[src/rtl/stopwatch_pkg.sv]
// Shared encodings for the stopwatch run-control path: FSM states and count direction.
package stopwatch_pkg;

  localparam int STATE_W = 3;

  typedef enum logic [STATE_W-1:0] {
    IDLE    = 3'd0,
    RUNNING = 3'd1,
    LAP     = 3'd2,
    PAUSED  = 3'd3,
    DONE    = 3'd4
  } state_t;

  localparam logic DIR_UP   = 1'b0;
  localparam logic DIR_DOWN = 1'b1;

endpackage

[src/rtl/stopwatch_control_if.sv]
// Signal bundle between the button/counter side and the stopwatch run-control block.
interface stopwatch_control_if;
  import stopwatch_pkg::*;

  // No valid/ready pairs: button and switch inputs are synchronous levels, tick and
  // counter_clear are single-cycle pulses, everything else is a registered level.
  logic               start_stop;
  logic               lap_reset;
  logic               count_down;
  logic               tick;
  logic               time_zero;
  logic               time_max;
  logic               count_enable;
  logic               up_down;
  logic               counter_clear;
  logic               display_hold;
  logic               alarm;
  logic               blink;
  logic [STATE_W-1:0] state;

  modport master (
    output start_stop, lap_reset, count_down, tick, time_zero, time_max,
    input  count_enable, up_down, counter_clear, display_hold, alarm, blink, state
  );

  modport slave (
    input  start_stop, lap_reset, count_down, tick, time_zero, time_max,
    output count_enable, up_down, counter_clear, display_hold, alarm, blink, state
  );

endinterface

[src/rtl/stopwatch_control_press_detect.sv]
// Rising-edge press detector for a debounced button level.
module press_detect (
  input  logic clk,
  input  logic rst,
  input  logic level,
  output logic press
);

  logic prev;

  // prev resets high so a button held through reset is not seen as a press
  always_ff @(posedge clk or posedge rst) begin
    if (rst) begin
      prev <= 1'b1;
    end else begin
      prev <= level;
    end
  end

  assign press = level & ~prev;

endmodule

[src/rtl/stopwatch_control.sv]
// Run-control sequencer: buttons and direction switch to enable/direction/clear for the
// mm:ss BCD counter chain, plus lap hold and the DONE alarm/blink indication.
module stopwatch_control
  import stopwatch_pkg::*;
#(
  parameter int unsigned BLINK_CYCLES = 50_000_000
) (
  input logic                clk,
  input logic                rst,
  stopwatch_control_if.slave bus
);

  localparam int CNT_W = (BLINK_CYCLES > 1) ? $clog2(BLINK_CYCLES) : 1;

  state_t           state_q;
  state_t           state_d;
  logic             clear_d;
  logic             up_down_q;
  logic             counter_clear_q;
  logic             display_hold_q;
  logic             alarm_q;
  logic             blink_q;
  logic [CNT_W-1:0] blink_cnt;

  logic start_press;
  logic lap_press_raw;
  logic lap_press;
  logic term;
  logic counting;

  press_detect u_start_press (
    .clk   (clk),
    .rst   (rst),
    .level (bus.start_stop),
    .press (start_press)
  );

  press_detect u_lap_press (
    .clk   (clk),
    .rst   (rst),
    .level (bus.lap_reset),
    .press (lap_press_raw)
  );

  // start_stop wins a same-cycle collision; the lap press is dropped
  assign lap_press = lap_press_raw & ~start_press;

  assign term     = (up_down_q == DIR_DOWN) ? bus.time_zero : bus.time_max;
  assign counting = (state_q == RUNNING) || (state_q == LAP);

  always_comb begin
    state_d = state_q;
    clear_d = 1'b0;
    case (state_q)
      IDLE: begin
        if (start_press) begin
          if (!term) begin
            state_d = RUNNING;
          end
        end else if (lap_press) begin
          clear_d = 1'b1;
        end
      end
      RUNNING: begin
        if (term) begin
          state_d = DONE;
        end else if (start_press) begin
          state_d = PAUSED;
        end else if (lap_press) begin
          state_d = LAP;
        end
      end
      LAP: begin
        if (term) begin
          state_d = DONE;
        end else if (start_press) begin
          state_d = PAUSED;
        end else if (lap_press) begin
          state_d = RUNNING;
        end
      end
      PAUSED: begin
        if (start_press) begin
          state_d = RUNNING;
        end else if (lap_press) begin
          clear_d = 1'b1;
          state_d = IDLE;
        end
      end
      DONE: begin
        if (start_press) begin
          state_d = IDLE;
        end else if (lap_press) begin
          clear_d = 1'b1;
          state_d = IDLE;
        end
      end
      default: begin
        state_d = IDLE;
      end
    endcase
  end

  // Direction tracks the switch only while resting in IDLE; it freezes on the start edge.
  always_ff @(posedge clk or posedge rst) begin
    if (rst) begin
      state_q         <= IDLE;
      up_down_q       <= DIR_UP;
      counter_clear_q <= 1'b0;
      display_hold_q  <= 1'b0;
      alarm_q         <= 1'b0;
    end else begin
      state_q         <= state_d;
      counter_clear_q <= clear_d;
      display_hold_q  <= (state_d == LAP);
      alarm_q         <= (state_d == DONE);
      if ((state_q == IDLE) && (state_d == IDLE)) begin
        up_down_q <= bus.count_down;
      end
    end
  end

  // Counter restarts on DONE entry and is held clear outside DONE, so blink leaves at 0.
  always_ff @(posedge clk or posedge rst) begin
    if (rst) begin
      blink_cnt <= '0;
      blink_q   <= 1'b0;
    end else if ((state_q != DONE) || (state_d != DONE)) begin
      blink_cnt <= '0;
      blink_q   <= 1'b0;
    end else if (blink_cnt == CNT_W'(BLINK_CYCLES - 1)) begin
      blink_cnt <= '0;
      blink_q   <= ~blink_q;
    end else begin
      blink_cnt <= blink_cnt + 1'b1;
    end
  end

  assign bus.count_enable  = counting & bus.tick & ~term;
  assign bus.up_down       = up_down_q;
  assign bus.counter_clear = counter_clear_q;
  assign bus.display_hold  = display_hold_q;
  assign bus.alarm         = alarm_q;
  assign bus.blink         = blink_q;
  assign bus.state         = state_q;

endmodule

[src/flat_wrapper.sv]
// flat-port wrapper written by rule: the top's interface ports become plain ports
module stopwatch_control_flat import stopwatch_pkg::*;
#(
  parameter int unsigned BLINK_CYCLES = 50_000_000
)
  (clk, rst, bus_start_stop, bus_lap_reset, bus_count_down, bus_tick, bus_time_zero, bus_time_max, bus_count_enable, bus_up_down, bus_counter_clear, bus_display_hold, bus_alarm, bus_blink, bus_state);
  stopwatch_control_if bus_i ();
  input logic clk;
  input logic rst;
  input wire logic [$bits(bus_i.start_stop)-1:0] bus_start_stop;
  input wire logic [$bits(bus_i.lap_reset)-1:0] bus_lap_reset;
  input wire logic [$bits(bus_i.count_down)-1:0] bus_count_down;
  input wire logic [$bits(bus_i.tick)-1:0] bus_tick;
  input wire logic [$bits(bus_i.time_zero)-1:0] bus_time_zero;
  input wire logic [$bits(bus_i.time_max)-1:0] bus_time_max;
  output wire logic [$bits(bus_i.count_enable)-1:0] bus_count_enable;
  output wire logic [$bits(bus_i.up_down)-1:0] bus_up_down;
  output wire logic [$bits(bus_i.counter_clear)-1:0] bus_counter_clear;
  output wire logic [$bits(bus_i.display_hold)-1:0] bus_display_hold;
  output wire logic [$bits(bus_i.alarm)-1:0] bus_alarm;
  output wire logic [$bits(bus_i.blink)-1:0] bus_blink;
  output wire logic [$bits(bus_i.state)-1:0] bus_state;
  assign bus_i.start_stop = bus_start_stop;
  assign bus_i.lap_reset = bus_lap_reset;
  assign bus_i.count_down = bus_count_down;
  assign bus_i.tick = bus_tick;
  assign bus_i.time_zero = bus_time_zero;
  assign bus_i.time_max = bus_time_max;
  assign bus_count_enable = bus_i.count_enable;
  assign bus_up_down = bus_i.up_down;
  assign bus_counter_clear = bus_i.counter_clear;
  assign bus_display_hold = bus_i.display_hold;
  assign bus_alarm = bus_i.alarm;
  assign bus_blink = bus_i.blink;
  assign bus_state = bus_i.state;
  stopwatch_control #(.BLINK_CYCLES(BLINK_CYCLES)) u_core (.clk(clk), .rst(rst), .bus(bus_i));
endmodule
[config.mk]
export PLATFORM = sky130hd
export DESIGN_NAME = stopwatch_control_flat
export DESIGN_NICKNAME = d
export VERILOG_FILES = /design/src/rtl/stopwatch_pkg.sv /design/src/rtl/stopwatch_control_if.sv /design/src/rtl/stopwatch_control_press_detect.sv /design/src/rtl/stopwatch_control.sv /design/src/flat_wrapper.sv
export SDC_FILE = /design/constraint.sdc
export NUM_CORES = 1
export LEC_CHECK = 0
export ABC_AREA = 0
export CAP_MARGIN = 20
export CORE_MARGIN = 2
export CORE_UTILIZATION = 60
export DETAILED_ROUTE_END_ITERATION = 10
export PLACE_DENSITY_LB_ADDON = 0.3
export SLEW_MARGIN = 30
export SYNTH_ARGS = -nofsm -noshare
export SYNTH_HDL_FRONTEND = slang
export SYNTH_SLANG_ARGS = --single-unit
export TNS_END_PERCENT = 20
[constraint.sdc]
create_clock -name clk -period 2.57 [get_ports clk]
set_input_delay 0.3855 -clock clk [delete_from_list [all_inputs] [get_ports clk]]
set_output_delay 0.3855 -clock clk [all_outputs]
set_load 0.005 [all_outputs]
* Yosys cells after proc, flatten, opt, wreduce, memory -nomap -nowiden
Index checks and enable logic that the tools add are counted.
** Cells by class
- Add/subtract/negate cells :: 1
- Multipliers :: 0
- Divide/modulo/power cells :: 0
- $lt $le $gt $ge :: 0
- Equality and inequality tests :: 9
- Shift operators :: 0
- Multiplexer cells :: 20
- Bitwise logic cells :: 10
- Reduce and logical (&&, ||, !) cells :: 7
** Operators with widths (count)
- $mux 26 :: 2
- $mux 3 :: 11
- $add 26x1->26 const B :: 1
- $eq 26x26->1 const B :: 1
- $pmux 3 s5 :: 1
- $eq 3x2->1 const B :: 3
- $eq 3x3->1 const B :: 2
- $logic_not 3->1 :: 2
- $mux 1 :: 6
- $ne 3x3->1 const B :: 2
- $and 1x1->1 :: 5
- $not 1->1 :: 5
- $eq 3x1->1 const B :: 1
- $reduce_or 3->1 :: 1
- $logic_or 1x1->1 :: 2
- $reduce_bool 2->1 :: 1
- $logic_and 1x1->1 :: 1
** Word-level totals
- Bits in registers :: 36
- Latch bits :: 0
- RAM bits :: 0
- Memory bits (read-only) :: 0
- Bits of input ports :: 8
- Output and inout port bits :: 9
- Word-level logic and storage cells :: 56
- Memories kept :: 0

* Longest topological paths before layout
Gate-level depths: netlist of the first run.
- Depth after elaboration :: 11
- Gate-level depth with buffers :: 6
- Mapped depth without buffers :: 5

* By module
From an unflattened synthesis of the first run, not the netlist that was laid out.
** Second synthesis, totals
- Cell total of the unflattened synthesis :: 188
- Area, all modules :: 1818.0 µm²
** By module, submodules not included
- stopwatch_control :: times used 1, cells an instance 182, area each 1730.4 µm², sequential area each 850.8 µm²
- press_detect :: times used 2, cells an instance 3, area each 43.8 µm², sequential area each 26.3 µm²

* Worst setup path before layout of the first run
Ideal clock, no wire load.
- Kind :: register to register
- From :: register u_core.blink_cnt[0]
- To :: register u_core.blink_cnt[24]
- Library setup time :: 0.077 ns
- Arrival :: 1.658 ns
- Required time :: 2.493 ns
- Slack :: 0.835 ns
- Stages on the path, launching flop included :: 7
- Buffers on the path :: 1
- Clock period less this slack :: 1.735 ns
- Cell sequence :: dfrtp_1 > ha_1 > and3_1 > nand2_1 > clkbuf_1 > or4_1 > a21oi_1
** On the way
- Longest elaborated chain between the ends :: 3
- Elaborated cells on any way between the ends :: 4
- Those cells by class :: 1 x add/sub; 1 x eq/ne; 2 x mux
** RTL lines
- start: declaration :: line stopwatch_control.sv:23 : logic [CNT_W-1:0] blink_cnt;
- start signal: assignment :: line stopwatch_control.sv:135 : blink_cnt <= blink_cnt + 1'b1;
- $add 26x1->26 or $eq 26x26->1 (tied branches) :: line stopwatch_control.sv:135, stopwatch_control.sv:131
- $mux 26 * :: line stopwatch_control.sv:131 : end else if (blink_cnt == CNT_W'(BLINK_CYCLES - 1)) begin
- $mux 26 * :: line stopwatch_control.sv:128 : end else if ((state_q != DONE) || (state_d != DONE)) begin
Every way passes the cells marked *; elsewhere a longest branch is shown, timed or not.
A chain may end at the register's enable or synchronous reset.

* Worst setup path after layout of the first run
- From :: input port bus_time_zero
- To :: output port bus_count_enable
** On the way
- Longest elaborated chain between the ends :: 3
** RTL lines
- start: declaration :: line flat_wrapper.sv:14 : input wire logic [$bits(bus_i.time_zero)-1:0] bus_time_zero;
- $mux 1 :: line stopwatch_control.sv:48 : assign term = (up_down_q == DIR_DOWN) ? bus.time_zero : bus.time_max;
- $not 1->1 :: line stopwatch_control.sv:139 : assign bus.count_enable = counting & bus.tick & ~term;
- $and 1x1->1 :: line stopwatch_control.sv:139
- end: declaration :: line flat_wrapper.sv:16 : output wire logic [$bits(bus_i.count_enable)-1:0] bus_count_enable;
No other way between the ends.

==> results of run 1 <==
==> power groups by stage <==
| stage | clock network, mW | registers (mW) | logic [mW] |
|---|---|---|---|
| after global placement | 0 | 0.669 | 0.264 |
| after global routing | 0.350 | 0.673 | 0.300 |
| after detailed placement | 0 | 0.674 | 0.276 |
| after floorplan | 0 | 0.655 | 0.151 |
| final | 0.317 | 0.664 | 0.273 |
| after CTS | 0.321 | 0.664 | 0.276 |
==> routing by layer <==
metal,up-vias,track usage [%],wire length [um]
met5,-,0,0
met4,0,12.7,57
met3,7,4.98,173
met2,35,39.1,1980
met1,767,36.6,1800
li1,748,-,-
==> kinds of logic after synthesis <==
| logic type | synth area share (%) |
|---|---|
| compound gates | 14.6 |
| buf+inv | 3.57 |
| simple gates | 26.1 |
| mux | 1.75 |
| flops | 48.6 |
| fa+ha+maj | 0.673 |
| xor+xnor | 4.71 |
==> through the flow <==
stage          hold slack [ns]  cell area, um2  worst slack [ns]  instances  util, %
6_report                 0.421            2100             0.193        245     70.0
5_1_grt                  0.468            2100            0.0509        245     70.0
4_1_cts                  0.433            2100             0.170        245     70.0
3_5_place_dp             0.479            2040             0.195        237     67.9
3_3_place_gp             0.472            2040             0.317        237     67.9
2_1_floorplan            0.390            1860             0.835        192        -
==> cells in the final DEF, fill, tap and decap left out, drive strengths merged, types with 2 or more instances in the layout <==
cell,instances
a311oi,2
a31oi,5
nand4,8
o21ai,7
o31ai,6
nand3,11
clkdlybuf4s50,16
o211ai,2
and2,3
and3,4
clkinv,2
xor2,7
or3,6
nand2,16
clkbuf,6
or4,5
nand2b,5
a211oi,2
a21oi,13
mux2,2
xnor2,3
dfrtp,34
nor2,17
inv,6
nor3,3
buf,3
and4,3
dfstp,2
==> sequential cells by signal (all words and copies together) (netlist names) <==
name,cells
u_core.u_start_press.prev,1
u_core.bus.state,3
u_core.u_lap_press.prev,1
u_core.bus.up_down,1
u_core.bus.counter_clear,1
u_core.bus.alarm,1
u_core.bus.display_hold,1
u_core.bus.blink,1
u_core.blink_cnt,26
==> path summary, 6_finish.rpt <==
check | end | slack [ns]
hold reg to reg | u_core.blink_cnt[0] | 0.49
setup / recovery | bus_count_enable | 0.19
setup reg to reg | u_core.blink_cnt[20] | 0.58
max in group asynchronous | u_core.u_start_press.prev | 1.81
min in group clk | u_core.u_lap_press.prev | 0.48
hold / removal | u_core.blink_cnt[10] | 0.42
==> critical path, delay by kind of cell <==
kind,cells,cell delay [ns]
buffers and inverters,2,0.94
and+or+nand+nor,2,0.24
muxes,1,0.42
==> area by class of cell <==
cell class	count	area (um2)
fill	241	902
multi-input combinational	143	890
sequential	36	903
tap	33	41.3
clock buffer	6	51.3
timing repair buffer	19	183
inverter	6	22.5
clock inverter	2	10.0
==> impl_summary.txt, run 1 <==
----------------------------------------------------
[Floorplanning]
  Initial core utilization ... 61.9%
  Die W ... 59.7 um
  Rows ... 20
  Std-Cell Core Area ... 3000 um2
  Vertical die dimension ... 59.7 um
  I/O pins ... 17
  Die ar. ... 3560 um2

[Global routing]
  Largest net degree at the start of global routing ... 37
  Number of antenna violations at the first check in global routing ... 0
  Global Route Usage Sum ... 26.2%
  Remaining global-route overflow ... 0
  Via count of the first global-routing pass ... 1,448
  Global-route wire length before repair ... 6.88 mm

[Clock network]
  Clock buffer depth ... 2
  Number of gates resized after cts ... 0
  Post-CTS setup repair buffer count ... 0
  Skew-Pair Late Insertion Delay ... 0.35 ns
  TritonCTS clock tree ... done
  Clock root buffer master ... clkbuf_4
  Post-CTS clock slew at the launch and capture registers of the worst setup and hold paths ... 0.11 ns
  Number of hold buffers added after cts ... 0
  Number of buffers inserted during clock tree synthesis ... 5
  Number of H-tree branching levels ... 2
  Total clock sinks ... 36

[Synth]
  Cell types with the highest counts after synthesis ... 34 x dfrtp_1, 17 x nor2_1, 16 x nand2_1
  Cell types with the largest area share after synthesis ... dfrtp_1 46%, a21oi_1 3.5%, nor2_1 3.4%, xor2_1 3.3%, nand2_1 3.2%
  Total nets after synthesis ... 201
  Flip-flop and latch count after synthesis ... 36
  Count of distinct cell types in the synthesized netlist ... 42
  Most common cell in the synthesized netlist ... dfrtp_1
  Sequential share of the synthesized area ... 48.6%
  Syn Std Cell Area ... 1860 um2
  Async set or reset register ratio after synthesis ... 100%
  Predominant post-synthesis flop cell ... dfrtp_1
  Area leader, netlist ... dfrtp_1
  Number of warning messages in the yosys log ... 0
  Post-Syn Instances ... 192
  Post-synth EDFFs ... 0
  Average instance area after synthesis ... 9.68 um2
  Post-synth top area share ... 45.8%

[Pwr]
  Worst IR drop on VDD ... 0.390 mV
  Clock group share of total power ... 25.3%
  Proportion of total power due to net switching ... 29.6%
  Internal Dissipation ... 0.882 mW
  Power per cell area ... 597 nW/um2
  Flop pwr share ... 53.0%
  Combinational power share ... 21.8%
  Total leakage power ... 0.798 nW
  Post-layout power ... 1.25 mW
  Net load switching power ... 0.372 mW

[Final layout]
  Share of post-route cells with drive strength above 1 ... 8.96%
  Nets ... 220
  Antenna cells ... 0
  Layout Area Growth over Synthesis ... 13.0%

[Timing]
  Count of final max-slew check failures ... 0
  Post-route fraction of the period consumed by the critical path ... 92.5%
  Highest attainable clock frequency ... 421 MHz
  Final min period ... 2.38 ns
  Setup TNS ... 0 ns
  RSZ-0062 raised after global routing ... no
  Remaining max-slew budget at the tightest pin ... 64.2%
  Setup skew after layout ... 0.00712 ns
  Fin. Hold Viols ... 0
  Slew at the pin closest to its max-slew limit ... 0.523 ns
  Final count of negative-setup-slack endpoints ... 0

[Route]
  Per-cell via count in the routed design ... 6.36
  Drc violations ... 0
  Residual antenna-violating net count after detailed routing ... 0
  Wire length after detailed routing ... 4.02 mm
  Detailed-router iteration count before antenna repair ... 4
  Starting DRC count in detailed routing ... 149
  Vias ... 1,557
  Average wire length per cell after detail routing ... 16.4 um

[Placement]
  HPWL after detailed placement ... 2.86 mm
  GPL Wtd Cong ... 0.864
  Number of port buffers ... 16

[Critical path]
  Cell with the largest stage delay on the worst path ... clkdlybuf4s50_1
  CP startpoint ... bus_time_zero
  Max stage delay on crit path ... 0.52 ns
  Max FO, Critical Path ... 6
  Dominant cell type by count on the critical path ... clkdlybuf4s50_1
  Critical path data required time ... 2.18 ns
  Capturing element type of the critical path ... output pin
  Endpoint arrival time on the critical path ... 1.99 ns
  Sequence of cells on the critical path ... clkdlybuf4s50_1 > mux2i_1 > nand2_1 > nor3_1 > clkdlybuf4s50_1
  FF-to-FF Start ... u_core.blink_cnt[0]
  Critical Path Source Type ... input port
  Length in cells of the worst reg-to-reg path ... 5
  Critical path class ... in -> out

[Job]
  Max_cap viols ... 0

[Worst hold path]
  Type of the most critical hold path ... in -> async

[Run status]
  Run status ... finished clean

----------------------------------------------------
No activity file was read; power rests on OpenSTA's default activity.
==> run 2, diff against run 1 <==
--- a/config.mk
+++ b/config.mk
@@ -10,7 +10,7 @@
 export CORE_MARGIN = 2
 export CORE_UTILIZATION = 60
 export DETAILED_ROUTE_END_ITERATION = 10
-export PLACE_DENSITY_LB_ADDON = 0.3
+export PLACE_DENSITY = 0.84
 export SLEW_MARGIN = 30
 export SYNTH_ARGS = -nofsm -noshare
 export SYNTH_HDL_FRONTEND = slang
==> run 2 against run 1 <==
  * Global-route usage decreased by 1.4 points
  * Maximum frequency increased by 0.75%
  * Die area is the same
  * Cell area is 0.18% lower
  * Clock skew increased by 0.014 ns
  * Largest cell class unchanged
  * Utilization fell by 0.12 points
  * Final cell count rose by 0.41%
  * Flip-flop and latch count unchanged
  * Largest power group unchanged
  * Highest routed layer unchanged
==> impl_summary.txt, run 2 (synthesis gave the netlist of run 1 again) <==
----------------------------------------------------
[Final layout]
  Storage cell area ... 903 um2 (unchanged)
  Multi-input gate area ... 890 um2 (unchanged)
  # fillers ... 235 (-2.5%)
  Final design utilization ... 69.8% (-0.12 points)
  Top library cells by usage in the layout, fill and taps aside ... 34 x dfrtp_1, 17 x nor2_1, 16 x nand2_1, 16 x clkdlybuf4s50_1, 13 x a21oi_1
  Layout Area Growth over Synthesis ... 12.8%
  Largest register FFs ... 26 (unchanged)
  Reg with most FFs ... u_core.blink_cnt
  Share of post-route cells with drive strength above 1 ... 8.45% (-0.51 points)
  Final instance count without filler cells ... 246 (+0.41%)
  Antenna cells ... 0 (unchanged)
  Most common cell after layout, fill and taps aside ... dfrtp_1
  Nets ... 221 (+0.45%)

[Global routing]
  Largest net degree at the start of global routing ... 37 (unchanged)
  Global-route wire length before repair ... 6.68 mm (-2.9%)
  Remaining global-route overflow ... 0 (unchanged)
  Global Route Usage Sum ... 24.8% (-1.4 points)
  Via count of the first global-routing pass ... 1,530 (+5.7%)
  Number of antenna violations at the first check in global routing ... 0 (unchanged)

[Run status]
  Run status ... finished clean

[Clock network]
  Post-CTS setup repair buffer count ... 0 (unchanged)
  Post-CTS clock slew at the launch and capture registers of the worst setup and hold paths ... 0.12 ns (about the same)
  TritonCTS clock tree ... done
  Clock root buffer master ... clkbuf_4
  Skew-Pair Late Insertion Delay ... 0.35 ns (about the same)
  Number of gates resized after cts ... 0 (unchanged)
  Number of hold buffers added after cts ... 0 (unchanged)
  Clock buffer depth ... 2 (unchanged)
  Number of H-tree branching levels ... 2 (unchanged)
  Total clock sinks ... 36 (unchanged)
  Number of buffers inserted during clock tree synthesis ... 5 (unchanged)

[Critical path]
  Endpoint arrival time on the critical path ... 1.97 ns (-0.02 ns)
  Critical Path Source Type ... flip-flop
  Critical path class ... reg -> out
  Length in cells of the worst reg-to-reg path ... 5 (unchanged)
  Critical path data required time ... 2.18 ns (about the same)
  Max FO, Critical Path ... 9 (+3)
  Capturing element type of the critical path ... output pin

[Route]
  Per-cell via count in the routed design ... 6.40 (+0.68%)
  Average wire length per cell after detail routing ... 15.9 um (-2.9%)
  Vias ... 1,574 (+1.1%)
  Residual antenna-violating net count after detailed routing ... 0 (unchanged)
  Starting DRC count in detailed routing ... 106 (-29%)
  Wire length after detailed routing ... 3.92 mm (-2.5%)
  Drc violations ... 0 (unchanged)
  Detailed-router iteration count before antenna repair ... 4 (unchanged)

[Timing]
  Post-route fraction of the period consumed by the critical path ... 91.8% (-0.69 points)
  Fin. Hold Viols ... 0 (unchanged)
  RSZ-0062 raised after global routing ... no
  Worst-case hold slack ... 0.421 ns (+0.0000370 ns)
  Setup TNS ... 0 ns (unchanged)
  Highest attainable clock frequency ... 424 MHz (+0.75%)
  Final count of negative-setup-slack endpoints ... 0 (unchanged)
  Remaining max-slew budget at the tightest pin ... 70.2% (+6.0 points)
  Count of final max-slew check failures ... 0 (unchanged)
  Final min period ... 2.36 ns (-0.0178 ns)
  Worst Setup Slack, final ... 0.211 ns (+0.0178 ns)
  Slew at the pin closest to its max-slew limit ... 0.447 ns (-0.0765 ns)
  Setup skew after layout ... 0.0216 ns (+0.0145 ns)

[Job]
  Max_cap viols ... 0 (unchanged)

[Floorplanning]
  Rows ... 20 (unchanged)
  Die ar. ... 3560 um2 (unchanged)
  Initial core utilization ... 61.9% (unchanged)
  Vertical die dimension ... 59.7 um (unchanged)
  Die W ... 59.7 um (unchanged)
  I/O pins ... 17 (unchanged)
  Std-Cell Core Area ... 3000 um2 (unchanged)

[Placement]
  Number of port buffers ... 16 (unchanged)
  Dpl ws ... 0.446 ns (+0.251 ns)
  HPWL after detailed placement ... 2.78 mm (-2.8%)
  GPL Wtd Cong ... 0.872 (+0.94%)
  Number of placed instances with taps included ... 238 (+0.42%)

[Pwr]
  Total leakage power ... 0.794 nW (-0.49%)
  Power per cell area ... 588 nW/um2 (-1.5%)
  Worst IR drop on VDD ... 0.421 mV (+8.1%)

[Worst hold path]
  Type of the most critical hold path ... in -> async

----------------------------------------------------
[run 2: report_power, final]
group / internal, mW / switching, mW / total, mW / leakage [nW]
Combinational: 0.149 / 0.128 / 0.277 / 0.274
Sequential: 0.609 / 0.0535 / 0.663 / 0.491
Clock: 0.107 / 0.186 / 0.293 / 0.0293
[run 2: path summary, 6_finish.rpt]
path | from | to | slack [ns]
setup / recovery | u_core.bus.state[0] | bus_count_enable | 0.21
hold / removal | rst | u_core.blink_cnt[12] | 0.42
setup reg to reg | u_core.blink_cnt[0] | u_core.blink_cnt[24] | 0.61
hold reg to reg | u_core.blink_cnt[0] | u_core.blink_cnt[0] | 0.49
max in group asynchronous | rst | u_core.u_lap_press.prev | 1.80
min in group clk | bus_lap_reset | u_core.u_lap_press.prev | 0.47
[run 2: cell type report]
type | count | area share [%]
Inverter | 6 | 1.07
Tap cell | 33 | 1.97
Multi-Input combinational cell | 143 | 42.4
Sequential cell | 36 | 43.1
Timing Repair Buffer | 20 | 9.07
Clock buffer | 7 | 2.15
Clock inverter | 1 | 0.239
[run 2: routing by layer]
metal	wire length, um	vias to the layer above	share of wire, %	track usage [%]
met5	0	-	0	0
met4	69	0	1.8	10.8
met3	176	9	4.5	7.36
met2	1990	46	51	40.2
met1	1680	772	43	30.6
li1	-	747	-	-
[run 2: worst max-delay path, stage by stage, from the launching register on]
cell and delay, ns:
dfrtp_1 0.49, nand2b_1 0.22, and2_1 0.20, nor3_1 0.19
clkdlybuf4s50_1 0.54
[run 2: metrics by stage]
step	cell area, um2	power, mW
global route	2100	1.30
floorplan	1860	0.806
global placement	2050	0.939
CTS	2100	1.24
finish	2100	1.23
detailed placement	2050	0.950
==> run 3, diff against run 2 <==
--- a/config.mk
+++ b/config.mk
@@ -7,12 +7,15 @@
 export LEC_CHECK = 0
 export ABC_AREA = 0
 export CAP_MARGIN = 20
+export CELL_PAD_IN_SITES_DETAIL_PLACEMENT = 1
+export CELL_PAD_IN_SITES_GLOBAL_PLACEMENT = 2
 export CORE_MARGIN = 2
-export CORE_UTILIZATION = 60
+export CORE_UTILIZATION = 39
+export CTS_CLUSTER_DIAMETER = 60
 export DETAILED_ROUTE_END_ITERATION = 10
-export PLACE_DENSITY = 0.84
+export PLACE_DENSITY = 0.85
 export SLEW_MARGIN = 30
 export SYNTH_ARGS = -nofsm -noshare
 export SYNTH_HDL_FRONTEND = slang
 export SYNTH_SLANG_ARGS = --single-unit
-export TNS_END_PERCENT = 20
+export TNS_END_PERCENT = 10
==> run 3 against run 2 <==
  * Register-to-register slack worse by 0.03 ns
  * Highest routed layer unchanged
  * Via count rose by 0.89%
  * Clock power grew 42%
  * First-iteration DRC count down 42%
  * Combinational power hardly changed
  * Final cell count increased by 8.1%
  * Maximum frequency is 1.3% higher
  * Utilization decreased by 24 points
  * Clock skew fell by 0.012 ns
  * Cell area rose by 2.8%
  * Flip-flop and latch count did not move
  * Global-route usage decreased by 5.6 points
==> impl_summary.txt, run 3 (synthesis gave the netlist of run 1 again) <==
----------------------------------------------------
[Worst hold path]
  Endpoint with the worst hold slack ... u_core.blink_cnt[0]
  Worst hold start ... u_core.blink_cnt[0]
  Type of the most critical hold path ... reg -> reg
  WHS Path Cells ... 1

[Clock network]
  Total clock sinks ... 36 (unchanged)
  Number of H-tree branching levels ... 2 (unchanged)
  Number of buffers inserted during clock tree synthesis ... 5 (unchanged)
  Skew-Pair Late Insertion Delay ... 0.29 ns (-0.06 ns)
  Number of hold buffers added after cts ... 0 (unchanged)
  Post-CTS clock slew at the launch and capture registers of the worst setup and hold paths ... 0.06 ns (-0.06 ns)
  Clock buffer depth ... 2 (unchanged)
  TritonCTS clock tree ... done
  Post-CTS setup repair buffer count ... 0 (unchanged)
  Number of gates resized after cts ... 0 (unchanged)
  Clock root buffer master ... clkbuf_8

[Placement]
  Area after DPL ... 2070 um2 (+0.92%)
  Number of port buffers ... 16 (unchanged)
  Dpl ws ... 0.231 ns (-0.214 ns)
  GPL Wtd Cong ... 0.811 (-6.9%)
  HPWL after detailed placement ... 3.22 mm (+16%)

[Route]
  Average wire length per cell after detail routing ... 17.1 um (+7.5%)
  Residual antenna-violating net count after detailed routing ... 0 (unchanged)
  Drc violations ... 0 (unchanged)
  Per-cell via count in the routed design ... 5.97 (-6.7%)
  Wire length after detailed routing ... 4.55 mm (+16%)
  Vias ... 1,588 (+0.89%)
  Starting DRC count in detailed routing ... 62 (-42%)
  Detailed-router iteration count before antenna repair ... 4 (unchanged)

[Critical path]
  CP startpoint ... bus_time_zero
  Critical path class ... in -> out
  Internal reg-to-reg setup slack ... 0.58 ns (-0.03 ns)
  Capturing element type of the critical path ... output pin
  Endpoint arrival time on the critical path ... 1.94 ns (-0.03 ns)
  Length in cells of the worst reg-to-reg path ... 5 (unchanged)
  Critical Path Source Type ... input port
  FF-to-FF Start ... u_core.blink_cnt[0]
  Critical path data required time ... 2.18 ns (about the same)
  Reg-to-reg endpoint ... u_core.blink_cnt[20]
  Max FO, Critical Path ... 6 (-3)

[Timing]
  Setup skew after layout ... 0.00991 ns (-0.0117 ns)
  Count of final max-slew check failures ... 0 (unchanged)
  Remaining max-slew budget at the tightest pin ... 56.9% (-13 points)
  Highest attainable clock frequency ... 430 MHz (+1.3%)
  Setup TNS ... 0 ns (unchanged)
  Worst Setup Slack, final ... 0.242 ns (+0.0311 ns)
  Final min period ... 2.33 ns (-0.0311 ns)
  Post-route fraction of the period consumed by the critical path ... 90.6% (-1.2 points)
  RSZ-0062 raised after global routing ... no
  Final count of negative-setup-slack endpoints ... 0 (unchanged)
  Slew at the pin closest to its max-slew limit ... 0.630 ns (+0.183 ns)
  Worst-case hold slack ... 0.495 ns (+0.0743 ns)
  Fin. Hold Viols ... 0 (unchanged)

[Final layout]
  Most common cell after layout, fill and taps aside ... dfrtp_1
  Multi-input gate area ... 890 um2 (unchanged)
  Storage cell area ... 903 um2 (unchanged)
  Top library cells by usage in the layout, fill and taps aside ... 34 x dfrtp_1, 17 x nor2_1, 16 x nand2_1, 16 x clkdlybuf4s50_1, 13 x a21oi_1
  Final Instance Area ... 2160 um2 (+2.8%)
  Largest register FFs ... 26 (unchanged)
  # fillers ... 544 (+130%)
  Layout Area Growth over Synthesis ... 15.9%
  Antenna cells ... 0 (unchanged)
  Nets ... 220 (-0.45%)
  Reg with most FFs ... u_core.blink_cnt
  Share of post-route cells with drive strength above 1 ... 8.02% (-0.43 points)

[Job]
  Max_cap viols ... 0 (unchanged)

[Pwr]
  Total leakage power ... 0.806 nW (+1.4%)
  Power per cell area ... 631 nW/um2 (+7.3%)
  Worst IR drop on VDD ... 0.281 mV (-33%)

[Global routing]
  Grt met3 use ... 4.56% (-2.8 points)
  Layer carrying the most global-route usage ... met2
  Global-route wire length before repair ... 7.91 mm (+18%)
  GR Layer Usage met2 ... 30.6% (-9.6 points)
  Global Route Usage Sum ... 19.2% (-5.6 points)
  Via count of the first global-routing pass ... 1,643 (+7.4%)
  Global-route track usage on met1 ... 26.8% (-3.9 points)
  Number of antenna violations at the first check in global routing ... 0 (unchanged)
  Remaining global-route overflow ... 0 (unchanged)
  Largest net degree at the start of global routing ... 37 (unchanged)

[Floorplanning]
  I/O pins ... 17 (unchanged)
  Initial core utilization ... 39.9% (-22 points)
  Rows ... 25 (+25%)
  Std-Cell Core Area ... 4660 um2 (+55%)
  Die ar. ... 5340 um2 (+50%)
  Die W ... 73.0 um (+22%)
  Vertical die dimension ... 73.0 um (+22%)

[Run status]
  Run status ... finished clean

----------------------------------------------------
-- run 3: worst max-delay path, stage by stage --
cell and delay, ns:
clkdlybuf4s50_1 0.39, mux2i_1 0.38, nand2_1 0.10, nor3_1 0.15, clkdlybuf4s50_1 0.52
-- run 3: worst max path at each step --
| stage | to |
|---|---|
| 2_1_floorplan | u_core.blink_cnt[24] |
| 3_3_place_gp | bus_count_enable |
| 3_5_place_dp | bus_count_enable |
| 4_1_cts | bus_count_enable |
| 5_1_grt | bus_count_enable |
| 6_report | bus_count_enable |
-- run 3: area by class of cell --
class,count,area share [%]
clock buffers,8,4.18
multi-input cells,143,41.3
flip-flops and latches,36,41.9
inverters,6,1.04
well taps,54,3.13
repair buffers,19,8.47
-- run 3: metrics by stage --
step	power [mW]	utilization, %	std cells
3_5_place_dp	0.957	44.3	258
2_1_floorplan	0.806	-	192
6_report	1.36	46.3	266
5_1_grt	1.44	46.3	266
4_1_cts	1.38	46.3	266
3_3_place_gp	0.945	44.3	258
-- run 3: routing by layer --
layer  routed length, um  part of all wire (%)  vias up
li1                    -                     -      747
met1                2090                    46      823
met2                2340                    51       14
met3                 102                   2.2        4
met4                  27                  0.59        0
met5                   0                     0        -
-- run 3: where the power goes --
group          switching (mW)  internal (mW)  total (mW)
combinational           0.137          0.143       0.280
sequential             0.0545          0.610       0.664
clock                   0.197          0.219       0.416
total                   0.389          0.971        1.36
